### config.mk
export PLATFORM = sky130hd
export DESIGN_NAME = cb_seg_ctrl_param
export DESIGN_NICKNAME = d
export VERILOG_FILES = /design/src/rtl/cb_seg_ctrl_param.sv
export SDC_FILE = /design/constraint.sdc
export NUM_CORES = 1
export LEC_CHECK = 0
export ABC_AREA = 1
export CAP_MARGIN = 10
export CELL_PAD_IN_SITES_DETAIL_PLACEMENT = 1
export CELL_PAD_IN_SITES_GLOBAL_PLACEMENT = 1
export CORE_MARGIN = 10
export CORE_UTILIZATION = 40
export DETAILED_ROUTE_END_ITERATION = 16
export MAX_ROUTING_LAYER = met4
export PLACE_DENSITY = 0.89
export SETUP_SLACK_MARGIN = 0.05
export SLEW_MARGIN = 25
export SYNTH_ARGS = -nofsm -noshare
export SYNTH_HDL_FRONTEND = slang
export SYNTH_SLANG_ARGS = --single-unit
### constraint.sdc
create_clock -name clk -period 10.1 [get_ports clk]
set_clock_uncertainty 0.2 [all_clocks]
set_input_delay 1.01 -clock clk [delete_from_list [all_inputs] [get_ports clk]]
set_output_delay 1.01 -clock clk [all_outputs]
set_load 0.02 [all_outputs]
### src/rtl/cb_seg_ctrl_param.sv
// Code-block segmentation controller: reads one transport-block descriptor per job and
// streams C- blocks of K- bits then C+ blocks of K+ bits, with filler and per-block CRC.
module cb_seg_ctrl_param #(
   parameter int CNT_W      = 16,
   parameter int NBLK_W     = 4,
   parameter int CRC_LEN    = 24,
   parameter int GAP_CYCLES = 6,
   parameter int DESC_W     = 3*CNT_W + 2*NBLK_W
) (
   input  logic              clk,
   input  logic              reset,
   input  logic              desc_empty,
   input  logic [DESC_W-1:0] desc_data,
   output logic              desc_rd,
   input  logic              data_empty,
   output logic              data_rd,
   input  logic              out_full,
   output logic              wreq,
   output logic              mux_fill,
   output logic              mux_crc,
   output logic              crc_init,
   output logic              crc_en,
   output logic              crc_nshift,
   output logic              start,
   output logic              filling,
   output logic              crc_phase,
   output logic [CNT_W-1:0]  block_len,
   output logic              last_block,
   output logic              desc_err,
   output logic              busy
);

   localparam int GAP_W = (GAP_CYCLES > 1) ? $clog2(GAP_CYCLES) : 1;
   localparam logic [CNT_W-1:0]  CRC_L    = CNT_W'(CRC_LEN);
   localparam logic [CNT_W-1:0]  CNT_ONE  = CNT_W'(1);
   localparam logic [NBLK_W-1:0] BLK_ONE  = NBLK_W'(1);
   localparam logic [GAP_W-1:0]  GAP_LAST = GAP_W'(GAP_CYCLES - 1);
   localparam logic [GAP_W-1:0]  GAP_ONE  = GAP_W'(1);

   typedef enum logic [2:0] {
      IDLE, DESC_RD, DESC_LATCH, BLK_LOAD, STREAM, GAP
   } state_t;

   state_t state_reg, state_next;

   logic [CNT_W-1:0]  kp_reg, km_reg, f_reg, leff_reg;
   logic [CNT_W-1:0]  rem_reg, fill_reg, len_reg;
   logic [NBLK_W-1:0] cp_reg, cm_reg;
   logic              first_reg, last_reg;
   logic [GAP_W-1:0]  gap_reg;

   // Descriptor fields as presented by the FIFO, {K+, K-, C+, C-, F}
   logic [CNT_W-1:0]  d_kp, d_km, d_f, d_leff, d_k1;
   logic [NBLK_W-1:0] d_cp, d_cm;
   logic [NBLK_W:0]   d_c;
   logic [CNT_W:0]    d_need;
   logic              d_reject;

   assign {d_kp, d_km, d_cp, d_cm, d_f} = desc_data;
   assign d_c      = {1'b0, d_cp} + {1'b0, d_cm};
   assign d_leff   = (d_c > (NBLK_W+1)'(1)) ? CRC_L : '0;
   assign d_k1     = (d_cm != '0) ? d_km : d_kp;
   assign d_need   = {1'b0, d_f} + {1'b0, d_leff};
   assign d_reject = (d_c == '0) || ({1'b0, d_k1} <= d_need);

   // Next block selection: all K- blocks are issued before any K+ block
   logic              use_m;
   logic [CNT_W-1:0]  k_sel;
   logic [NBLK_W-1:0] cm_dec, cp_dec;
   logic              last_sel;

   assign use_m    = (cm_reg != '0);
   assign k_sel    = use_m ? km_reg : kp_reg;
   assign cm_dec   = use_m ? (cm_reg - BLK_ONE) : cm_reg;
   assign cp_dec   = use_m ? cp_reg : (cp_reg - BLK_ONE);
   assign last_sel = (cm_dec == '0) && (cp_dec == '0);

   // Classification of the pending bit; it holds while the stream is stalled
   logic is_fill, is_data, advance, in_stream;

   assign in_stream = (state_reg == STREAM);
   assign is_fill   = (fill_reg != '0);
   assign is_data   = !is_fill && (rem_reg > leff_reg);
   assign advance   = in_stream && !out_full && !(is_data && data_empty);

   always_ff @(posedge clk or posedge reset) begin
      if (reset) begin
         state_reg <= IDLE;
         kp_reg    <= '0;
         km_reg    <= '0;
         f_reg     <= '0;
         leff_reg  <= '0;
         cp_reg    <= '0;
         cm_reg    <= '0;
         rem_reg   <= '0;
         fill_reg  <= '0;
         len_reg   <= '0;
         first_reg <= 1'b0;
         last_reg  <= 1'b0;
         gap_reg   <= '0;
      end else begin
         state_reg <= state_next;
         case (state_reg)
            DESC_LATCH: begin
               kp_reg    <= d_kp;
               km_reg    <= d_km;
               cp_reg    <= d_cp;
               cm_reg    <= d_cm;
               f_reg     <= d_f;
               leff_reg  <= d_leff;
               first_reg <= 1'b1;
            end
            BLK_LOAD: begin
               rem_reg   <= k_sel;
               fill_reg  <= first_reg ? f_reg : '0;
               first_reg <= 1'b0;
               cm_reg    <= cm_dec;
               cp_reg    <= cp_dec;
               len_reg   <= k_sel;
               last_reg  <= last_sel;
            end
            STREAM: begin
               if (advance) begin
                  rem_reg <= rem_reg - CNT_ONE;
                  if (is_fill) begin
                     fill_reg <= fill_reg - CNT_ONE;
                  end
                  if (rem_reg == CNT_ONE) begin
                     gap_reg <= GAP_LAST;
                  end
               end
            end
            GAP: begin
               gap_reg <= gap_reg - GAP_ONE;
            end
            default: begin
            end
         endcase
      end
   end

   always_comb begin
      state_next = state_reg;
      desc_rd    = 1'b0;
      data_rd    = 1'b0;
      wreq       = 1'b0;
      mux_fill   = 1'b1;
      mux_crc    = 1'b0;
      crc_init   = 1'b0;
      crc_en     = 1'b0;
      crc_nshift = 1'b1;
      start      = 1'b0;
      filling    = 1'b0;
      crc_phase  = 1'b0;
      desc_err   = 1'b0;
      busy       = (state_reg != IDLE);
      block_len  = len_reg;
      last_block = last_reg;

      case (state_reg)
         IDLE: begin
            if (!desc_empty) begin
               state_next = DESC_RD;
            end
         end
         DESC_RD: begin
            desc_rd    = 1'b1;
            state_next = DESC_LATCH;
         end
         DESC_LATCH: begin
            if (d_reject) begin
               desc_err   = 1'b1;
               state_next = IDLE;
            end else begin
               state_next = BLK_LOAD;
            end
         end
         BLK_LOAD: begin
            start      = 1'b1;
            crc_init   = 1'b1;
            crc_en     = 1'b1;
            block_len  = k_sel;
            last_block = last_sel;
            state_next = STREAM;
         end
         STREAM: begin
            if (is_fill) begin
               mux_fill = 1'b0;
               filling  = 1'b1;
            end else if (is_data) begin
               data_rd  = advance;
            end else begin
               mux_crc    = 1'b1;
               crc_phase  = 1'b1;
               crc_nshift = 1'b0;
            end
            wreq   = advance;
            crc_en = advance;
            if (advance && (rem_reg == CNT_ONE)) begin
               state_next = GAP;
            end
         end
         GAP: begin
            if (gap_reg == '0) begin
               state_next = ((cm_reg != '0) || (cp_reg != '0)) ? BLK_LOAD : IDLE;
            end
         end
         default: begin
            state_next = IDLE;
         end
      endcase
   end

endmodule

== Yosys cells after proc, flatten, opt, wreduce, memory -nomap -nowiden ==
Index checks and enable logic that the tools add are counted.

* Add/subtract/negate cells: 7
* Magnitude comparators: 3
* Equality and inequality tests: 12
* Multiplexer cells: 44
* Reduce and logical (&&, ||, !) cells: 28

{| class="wikitable"
|+ Operators by type and width
! cell !! count
|-
| 16-bit two-way mux || 7
|-
| 16-bit one-hot mux with 2 select lines || 2
|-
| 16-bit by 1-bit subtractor with 16-bit output (second input constant) || 2
|-
| 1-bit two-way mux || 19
|-
| 3-bit one-hot mux with 6 select lines || 1
|-
| 16-bit by 5-bit adder with 17-bit output || 1
|-
| 16-bit by 17-bit <= comparator with 1-bit output || 1
|-
| 16-bit by 1-bit == test with 1-bit output (second input constant) || 1
|-
| 16-bit > comparator || 1
|-
| 4-bit one-hot mux with 2 select lines || 2
|-
| 16-bit nonzero test || 1
|-
| 3-bit two-way mux || 5
|-
| 4-bit nonzero test || 3
|-
| 3-bit AND reduction || 3
|-
| 4-bit zero test || 2
|-
| 4-bit two-way mux || 2
|-
| 2-bit != test (second input constant) || 4
|-
| 4-bit by 1-bit subtractor with 4-bit output (second input constant) || 2
|-
| 3-bit by 2-bit == test with 1-bit output (second input constant) || 2
|-
| 3-bit == test (second input constant) || 2
|-
| 1-bit logical AND || 6
|-
| 3-bit zero test || 2
|-
| 3-bit one-hot mux with 2 select lines || 1
|-
| 2-bit nonzero test || 3
|-
| 13 further kinds || 19
|}

* Flip-flop bits (word level): 128
* Input bits: 61
* Output and inout port bits: 30
* Logic and storage cells: 107

== Depth between registers and ports, before layout ==
Gate-level depths: netlist (run 1).

* Depth in word-level cells: 9
* Gate-level depth with buffers: 26
* Depth with buffers taken out: 26

== Worst setup path after synthesis (run 1) ==
OpenSTA, ideal clock, no wires.

* Path kind: input-to-output
* Start point: in desc_data[16]
* End point: out desc_err
* Arrival: 4.147 ns
* Required time: 8.890 ns
* Setup slack: 4.743 ns
* Stages: 24
* Buffers on the path: 0
* Path through: ha_1 fa_1 nor2_1 nand2_1 nor2_1 nand2_1 ha_1 fa_1 nand3_1 nor2_1 nand2_1 nor3_1 nand2_1 nor3_1 xor2_1 ha_1 and3_1 nand2_1 inv_1 nand2_1 nand2_1 nand3_1 nand2_1 inv_1

* Longest elaborated chain between the ends: 8
* Elaborated cells between the ends (all ways): 11
* Those cells by class: add/sub: 2; order compare: 2; mux: 4; reduce/logical: 3

{| class="wikitable"
|+ RTL lines
! item !! line !! text
|-
| start, declared || 13 || <nowiki>input logic [DESC_W-1:0] desc_data,</nowiki>
|-
| 4-bit by 4-bit adder with 5-bit output || 60 || <nowiki>assign d_c = {1'b0, d_cp} + {1'b0, d_cm};</nowiki>
|-
| 5-bit by 1-bit > comparator with 1-bit output || 61 || <nowiki>assign d_leff = (d_c > (NBLK_W+1)'(1)) ? CRC_L : '0;</nowiki>
|-
| 5-bit two-way mux || 61 ||
|-
| net d_leff[3] || 53 || <nowiki>logic [CNT_W-1:0] d_kp, d_km, d_f, d_leff, d_k1;</nowiki>
|-
| 16-bit by 5-bit adder with 17-bit output || 63 || <nowiki>assign d_need = {1'b0, d_f} + {1'b0, d_leff};</nowiki>
|-
| 16-bit by 17-bit <= comparator with 1-bit output || 64 || <nowiki>assign d_reject = (d_c == '0) || ({1'b0, d_k1} <= d_need);</nowiki>
|-
| 1-bit logical OR || 64 ||
|-
| 1-bit two-way mux || 171 || <nowiki>if (d_reject) begin</nowiki>
|-
| 1-bit two-way mux || 160 || <nowiki>case (state_reg)</nowiki>
|-
| end, declared || 29 || <nowiki>output logic desc_err,</nowiki>
|}

The timed path passes the listed nets, and every way through them passes these cells.

== Final worst setup path (run 1) ==
Ends and elaborated chain as after synthesis.

==> results of run 1 <==
==> worst register-to-register path, stage by stage, from the launching register on <==
cell,delay (ns)
sky130_fd_sc_hd__dfrtp_1,0.47
sky130_fd_sc_hd__inv_1,0.10
sky130_fd_sc_hd__nor3_2,0.69
sky130_fd_sc_hd__inv_2,0.52
sky130_fd_sc_hd__nand2_2,0.69
sky130_fd_sc_hd__o21ai_0,0.20
sky130_fd_sc_hd__nand2_1,0.10
sky130_fd_sc_hd__nand2_1,0.05
==> worst max-delay path by stage <==
| stage | start | endpoint | slack [ns] | cells past startpoint |
|---|---|---|---|---|
| finish | desc_data[16] | desc_err | 3.33 | 25 |
| global route | desc_data[16] | desc_err | 3.01 | 25 |
| CTS | desc_data[16] | desc_err | 3.33 | 26 |
| detailed placement | desc_data[16] | desc_err | 3.35 | 26 |
| global placement | desc_data[16] | desc_err | 3.51 | 26 |
| floorplan | desc_data[16] | desc_err | 4.74 | 24 |
==> synthesized netlist by cell type (all sizes together) <==
library cell	instances
a32o	1
inv	120
o211ai	6
nand2	267
a22oi	4
clkbuf	23
o31ai	1
a21o	1
nand4	6
fa	2
nor4	2
a31oi	1
nand3	27
o21bai	3
and3	1
or4	1
mux2i	2
dfrtp	113
o2111ai	1
xnor2	5
nand3b	2
o21ai	146
o22ai	5
nor3	17
a21oi	21
o221ai	2
ha	33
buf	13
xor2	19
or2	2
nor2	70
==> per-layer routing <==
metal / wire, um / track usage [%]
met5: 0 / -
met3: 914 / 3.46
met2: 10800 / 32.9
met4: 539 / 7.46
met1: 10100 / 25.7
==> power breakdown <==
| part | internal [mW] | leakage (nW) | switching [mW] |
|---|---|---|---|
| Clock | 0.368 | 0.275 | 0.229 |
| Combinational | 0.0922 | 2.80 | 0.147 |
| Sequential | 0.478 | 1.15 | 0.0293 |
==> metrics by stage <==
step | worst slack [ns] | area [um2]
after floorplan | 4.74 | 6910
final | 3.33 | 8510
after CTS | 3.33 | 8510
after global placement | 3.51 | 7930
after global routing | 3.01 | 8510
after detailed placement | 3.35 | 7930
==> final cells by class <==
class / count / area, um2 / share of cell area (%)
Sequential cell: 113 / 2830 / 33.2
Multi-Input combinational cell: 648 / 3450 / 40.5
Clock buffer: 19 / 443 / 5.20
Clock inverter: 12 / 136 / 1.60
Tap cell: 220 / 275 / 3.23
Inverter: 120 / 458 / 5.38
Timing Repair Buffer: 93 / 923 / 10.8
==> cells by family (layout without fill, tap and decap cells) <==
logic type,count (synthesis),count (layout)
AO/OA/AOI/OAI,192,192
XOR/XNOR,24,24
adder cells (fa/ha/maj),35,35
buffers and inverters,156,244
flip-flops,113,113
multiplexers,2,2
AND/OR/NAND/NOR,395,395
==> metrics.md, run 1 <==
| Metric | Value |
|---|---|
| Post-Synthesis Mean Instance Area | `roughly 7.5 um2` |
| Highest-count cells in the layout ignoring fill and taps | `sky130_fd_sc_hd__nand2_1, sky130_fd_sc_hd__o21ai_0, sky130_fd_sc_hd__dfrtp_1` |
| Worst EP arrival | `roughly 5.6 ns` |
| Final instance count without filler cells | `around 1200` |
| Critical path class | `input port to output port` |
| Count of endpoints failing hold in the final timing report | `0` |
| Largest net degree at the start of global routing | `70` |
| Combinational family with the most area after synthesis | `simple AND/OR/NAND/NOR gates` |
| Min Clock Period, post-route | `~6.8 ns` |
| Clock latency of the later-clocked register in the worst-skew pair | `between 0.4 and 0.5 ns` |
| Ant. Diodes | `0` |
| Effective utilization at floorplan | `between 40 and 50%` |
| CORE AREA | `between 0.015 and 0.02 mm2` |
| Syn-to-layout area delta | `23.3%` |
| Antenna violations before repair | `0` |
| Slack of the worst reg-to-reg path | `~7.0 ns` |
| VDD IR-drop max | `~0.00013 V` |
| Dominant cells by area after synthesis | `sky130_fd_sc_hd__dfrtp_1, sky130_fd_sc_hd__nand2_1, sky130_fd_sc_hd__o21ai_0` |
| Share of layout cells above drive strength 1 | `between 8 and 9%` |
| Hold-fix buffer count after cts | `0` |
| Depth of the worst register-to-register path | `7` |
| FILL cells | `~2100` |
| Router iterations before antenna repair | `5` |
| Setup-violating endpoint count in the final report | `0` |
| Final routed DRC violation total | `0` |
| Number of sinks on the clock net | `~110` |
| Clock input transition at the sequential cells of the worst setup and hold paths | `~0.06 ns` |
| Worst Min Path Start | `kp_reg[8]$_DFFE_PP0N_` |
| Leakage power total | `approximately 4.2 nW` |
| First-pass GRT wire length | `between 30000 and 40000 um` |
| Clock buffer count from CTS | `17` |
| Buffers and inverters on the worst path | `3` |
| CTS H-Tree Depth | `4` |
| Area share of the largest cell type after synthesis | `between 40 and 50%` |
| Fin util | `between 50% and 60%` |
| Vertical extent of the die | `around 150 um` |
| Fraction of the mapped netlist area in compound gates | `between 10% and 20%` |
| Maximum single-stage delay on the critical path | `about 0.60 ns` |
| Detailed Route Iter0 Violations | `between 400 and 500` |
| Placer's final routability congestion estimate | `between 0.8 and 0.9` |
| Distinct cell type count after synthesis | `45` |
| Final antenna-violating net count | `0` |
| Number of cells after detailed placement | `between 1000 and 1500` |
| Hold endpoint | `kp_reg[8]$_DFFE_PP0N_` |
| Worst-case hold slack | `0.279 ns` |
| Max_cap viols | `0` |
| Syn. warnings | `0` |
| Setup TNS | `0 ns` |
| Synthesized area | `approximately 0.0069 mm2` |
| Crit. End Element | `output port` |
| Number of resized instances in the post-cts repair step | `0` |
| Overall die area | `~0.023 mm2` |
| Grt total ovfl | `0` |
| Worst-margin pin slew | `between 0.9 and 1 ns` |
| Multiplexer fraction of the synthesized cell area | `0.290%` |
| Count of mapped cells out of synthesis | `between 900 and 1000` |
| Synthesized Nets | `between 1000 and 1500` |
| Via count of the first global-routing pass | `6961` |
| Width of the die | `151 um` |
| Instance count along the most critical hold path | `2` |
| Crit-path leading delay family | `simple AND/OR/NAND/NOR gates` |
| Arithmetic-cell share of the synthesized area counting full adders, half adders and majority gates | `under 10%` |
| Number of nets in the finished design | `1089` |
| Simple-gate share of the synthesized area | `between 20% and 30%` |
| Total routing resource utilization after global routing | `between 20% and 30%` |
| Slowest CP cell | `sky130_fd_sc_hd__clkdlybuf4s50_1` |
| Maximum fanout encountered on the critical timing path | `5` |
| Via count normalized by instance count | `about 5.3` |
| Maximum number of buffers from clock root to sink | `2` |
| Routed length per placed instance | `18.2 um` |
| Xor/xnor share of the synthesized area | `just over 3%` |
| Required time at the worst-slack endpoint | `~8.9 ns` |
| Library cell with the largest summed area after synthesis | `sky130_fd_sc_hd__dfrtp_1` |
| Crit start category | `input port` |
| Final-report max-slew violation count | `0` |
| Most common library cell in the layout ignoring fill and taps | `sky130_fd_sc_hd__nand2_1` |
| Number of input and output port buffers inserted | `90` |
| Pwr Density | `~160 mW/mm2` |
| Result of the run | `finished, final reports clean` |
| Clock tree from TritonCTS | `built` |
| Via Count | `around 6500` |
| Count of state elements after synthesis | `about 110` |
| Power after layout | `around 1.3 mW` |
| Root buffer selected by CTS | `sky130_fd_sc_hd__clkbuf_16` |
| Final routed wirelength across all metal layers | `22400 um` |
| Rows | `47` |
| Reg-to-reg endpoint | `rem_reg[3]$_DFFE_PP0P_` |
| Setup repair after global routing missed its margin | `false` |
| Worst slew margin relative to its limit | `between 30% and 40%` |
| Most repeated library cell on the critical path | `sky130_fd_sc_hd__nand2_1` |
| Fraction of the yosys area taken by sequential cells | `between 40% and 50%` |
| FMAX | `148 MHz` |
| Setup bufs post-CTS | `0` |
| Crit Reg-Reg Startpoint | `state_reg[0]$_DFFE_PP0P_` |
| Final period util | `roughly 67%` |
| Type of the worst min-delay path | `flip-flop to flip-flop` |
| Total I/O pin count | `91` |
| Placed wire-length estimate | `15700 um` |
Power figures use the tool's default switching activity.
==> run 2, diff against run 1 <==
- clock period: 10.1 -> 6.8 ns (I/O delays scaled with it)
==> metrics.md, run 2 (synthesis gave the netlist of run 1 again) <==
| Metric | Value |
|---|---|
| Result of the run | `finished, final reports clean (unchanged)` |
| Cell-by-cell listing of the critical path | `clkdlybuf4s50_1, ha_1, fa_1, nor2_1, nand2_1, nor2_1, nand2_1, ha_1, nand2_1, inv_1, o21ai_0, nor2_1, nand2_1, xor2_1, ha_1, a21oi_1, nand2_1, a21oi_1, nand2_1, nand3_1, nand2_1, inv_1, clkdlybuf4s50_1` |
| Final routed DRC violation total | `0 (unchanged)` |
| Final period util | `between 90% and 100%` |
| Most repeated library cell on the critical path | `sky130_fd_sc_hd__nand2_1 (unchanged)` |
| Count of endpoints failing hold in the final timing report | `0 (unchanged)` |
| Power after layout | `2.03 mW (was 1.34 mW)` |
| Clock latency of the later-clocked register in the worst-skew pair | `0.43 ns (about the same)` |
| Share of layout cells above drive strength 1 | `8.95% (was 8.86%)` |
| Final-report max-slew violation count | `0 (unchanged)` |
| Type of the worst min-delay path | `flip-flop to flip-flop (unchanged)` |
| Setup bufs post-CTS | `0 (unchanged)` |
| Effective utilization at floorplan | `41.2% (unchanged)` |
| GR met3 Demand/Resource | `3.97% (was 3.46%)` |
| Via Count | `6645 (was 6514)` |
| Met1 GRT Util | `26.3% (was 25.7%)` |
| VDD IR-drop max | `0.000189 V (was 0.000131 V)` |
| Crit Reg-Reg Startpoint | `state_reg[0]$_DFFE_PP0P_ (unchanged)` |
| Fin util | `50.9% (was 50.8%)` |
| Fraction of met2 tracks used by global routing | `34.0% (was 32.9%)` |
| Required time at the worst-slack endpoint | `5.92 ns (was 8.89 ns)` |
| Depth of the worst register-to-register path | `7 (unchanged)` |
| Number of cells after detailed placement | `1194 (unchanged)` |
| Overall die area | `0.0229 mm2 (unchanged)` |
| Via count normalized by instance count | `5.42 (was 5.32)` |
| Final routed wirelength across all metal layers | `23300 um (was 22400 um)` |
| Sequential group share of total power | `37.1% (was 37.7%)` |
| Number of sinks on the clock net | `113 (unchanged)` |
| Setup TNS | `0 ns (unchanged)` |
| Worst setup margin | `0.425 ns (was 3.33 ns)` |
| Maximum fanout encountered on the critical timing path | `5 (unchanged)` |
| First-pass GRT wire length | `37800 um (was 36300 um)` |
| Largest net degree at the start of global routing | `70 (unchanged)` |
| Setup-violating endpoint count in the final report | `0 (unchanged)` |
| Maximum number of buffers from clock root to sink | `2 (unchanged)` |
| Storage cell area | `0.00283 mm2 (unchanged)` |
| Clock tree from TritonCTS | `built (unchanged)` |
| Grt total ovfl | `0 (unchanged)` |
| Leakage power total | `4.25 nW (was 4.23 nW)` |
| Detailed Route Iter0 Violations | `442 (was 422)` |
| CORE AREA | `0.0168 mm2 (unchanged)` |
| Worst Min Path Start | `kp_reg[8]$_DFFE_PP0N_ (unchanged)` |
| Busiest layer in global routing | `met2 (unchanged)` |
| Post-route standard cell area excluding fillers | `0.00854 mm2 (was 0.00851 mm2)` |
| Worst-case hold slack | `0.277 ns (was 0.279 ns)` |
| FMAX | `around 160 MHz` |
| Fraction of power spent switching nets | `30.3% (was 30.1%)` |
| Gate power share | `17.8% (about the same)` |
| Slack of the worst reg-to-reg path | `3.54 ns (was 6.97 ns)` |
| Reg-to-reg endpoint | `rem_reg[3]$_DFFE_PP0P_ (unchanged)` |
| Multi-input gate area | `0.00345 mm2 (about the same)` |
| Total I/O pin count | `91 (unchanged)` |
| Ant. Diodes | `0 (unchanged)` |
| Setup repair after global routing missed its margin | `false (unchanged)` |
| Net switching power | `0.614 mW (was 0.405 mW)` |
| Slowest CP cell | `sky130_fd_sc_hd__clkdlybuf4s50_1 (unchanged)` |
| Most common library cell in the layout ignoring fill and taps | `sky130_fd_sc_hd__nand2_1 (unchanged)` |
| Number of nets in the finished design | `1089 (unchanged)` |
| Total cell area at the placement stage | `0.00793 mm2 (unchanged)` |
| Antenna violations before repair | `0 (unchanged)` |
| Rows | `47 (unchanged)` |
| Placer's final routability congestion estimate | `0.889 (about the same)` |
| Instance count along the most critical hold path | `2 (unchanged)` |
| Clock network power share | `45.1% (was 44.5%)` |
| Crit. End Element | `output port (unchanged)` |
| Highest-count cells in the layout ignoring fill and taps | `sky130_fd_sc_hd__nand2_1, sky130_fd_sc_hd__o21ai_0, sky130_fd_sc_hd__dfrtp_1 (unchanged)` |
| Max_cap viols | `0 (unchanged)` |
| Worst-margin pin slew | `0.964 ns (was 0.926 ns)` |
| Vertical extent of the die | `151 um (unchanged)` |
| Hold-fix buffer count after cts | `0 (unchanged)` |
| Critical path class | `input port to output port (unchanged)` |
| Final instance count without filler cells | `1226 (was 1225)` |
| Setup slack after placement | `0.659 ns (was 3.35 ns)` |
| Routed length per placed instance | `19.0 um (was 18.2 um)` |
| Number of resized instances in the post-cts repair step | `0 (unchanged)` |
| Crit-path leading delay family | `adder cells (was simple AND/OR/NAND/NOR gates)` |
| Min Clock Period, post-route | `approximately 6.4 ns` |
| Syn-to-layout area delta | `23.6% (was 23.3%)` |
| Cell-internal power | `1.41 mW (was 0.938 mW)` |
| Clock input transition at the sequential cells of the worst setup and hold paths | `0.06 ns (about the same)` |
| Worst slew margin relative to its limit | `35.7% (was 38.3%)` |
| Root buffer selected by CTS | `sky130_fd_sc_hd__clkbuf_16 (unchanged)` |
| Placed wire-length estimate | `15700 um (about the same)` |
| Router iterations before antenna repair | `5 (unchanged)` |
| Total routing resource utilization after global routing | `21.6% (was 20.6%)` |
| Buffers and inverters on the worst path | `4 (was 3)` |
| Hold endpoint | `kp_reg[8]$_DFFE_PP0N_ (unchanged)` |
| Via count of the first global-routing pass | `7188 (was 6961)` |
| FILL cells | `2068 (was 2082)` |
| Final antenna-violating net count | `0 (unchanged)` |
| Crit start category | `input port (unchanged)` |
| Clock buffer count from CTS | `17 (unchanged)` |
| Pwr Density | `237 mW/mm2 (was 158 mW/mm2)` |
| CTS H-Tree Depth | `4 (unchanged)` |
| Width of the die | `151 um (unchanged)` |
| Maximum single-stage delay on the critical path | `0.60 ns (about the same)` |
| Worst EP arrival | `5.50 ns (was 5.56 ns)` |
| Number of input and output port buffers inserted | `90 (unchanged)` |
-- run 2: area by class of cell --
| cell class | count | area share, % |
|---|---|---|
| clock buffer | 19 | 5.31 |
| tap | 220 | 3.22 |
| sequential | 113 | 33.1 |
| timing repair buffer | 93 | 10.8 |
| clock inverter | 13 | 1.77 |
| inverter | 120 | 5.36 |
| multi-input combinational | 648 | 40.4 |
-- run 2: tightest hold or removal path: stages (launching register included) --
cell	delay [ns]
sky130_fd_sc_hd__dfrtp_1	0.34
sky130_fd_sc_hd__nand2_1	0.05
sky130_fd_sc_hd__o21ai_0	0.06
-- run 2: how the worst max path moves through the flow --
stage	startpoint	endpoint	cells after the start
floorplan	desc_data[16]	desc_err	24
global placement	desc_data[16]	desc_err	26
detailed placement	desc_data[16]	desc_err	26
CTS	desc_data[16]	desc_err	23
global route	desc_data[16]	desc_err	23
finish	desc_data[16]	desc_err	23
-- run 2: metal layers --
| metal | routed length, um | part of all wire, % | vias up |
|---|---|---|---|
| met4 | 759 | 3.3 | 0 |
| met5 | 0 | 0 | - |
| met2 | 11200 | 48 | 214 |
| met3 | 1050 | 4.5 | 59 |
| li1 | - | - | 3100 |
| met1 | 10300 | 44 | 3272 |
-- run 2: power by group through the flow --
stage | logic, mW | registers, mW | clock network (mW)
global placement | 0.323 | 0.759 | 0
detailed placement | 0.345 | 0.760 | 0
floorplan | 0.234 | 0.750 | 0
global route | 0.410 | 0.758 | 0.953
CTS | 0.361 | 0.751 | 0.922
finish | 0.360 | 0.752 | 0.914
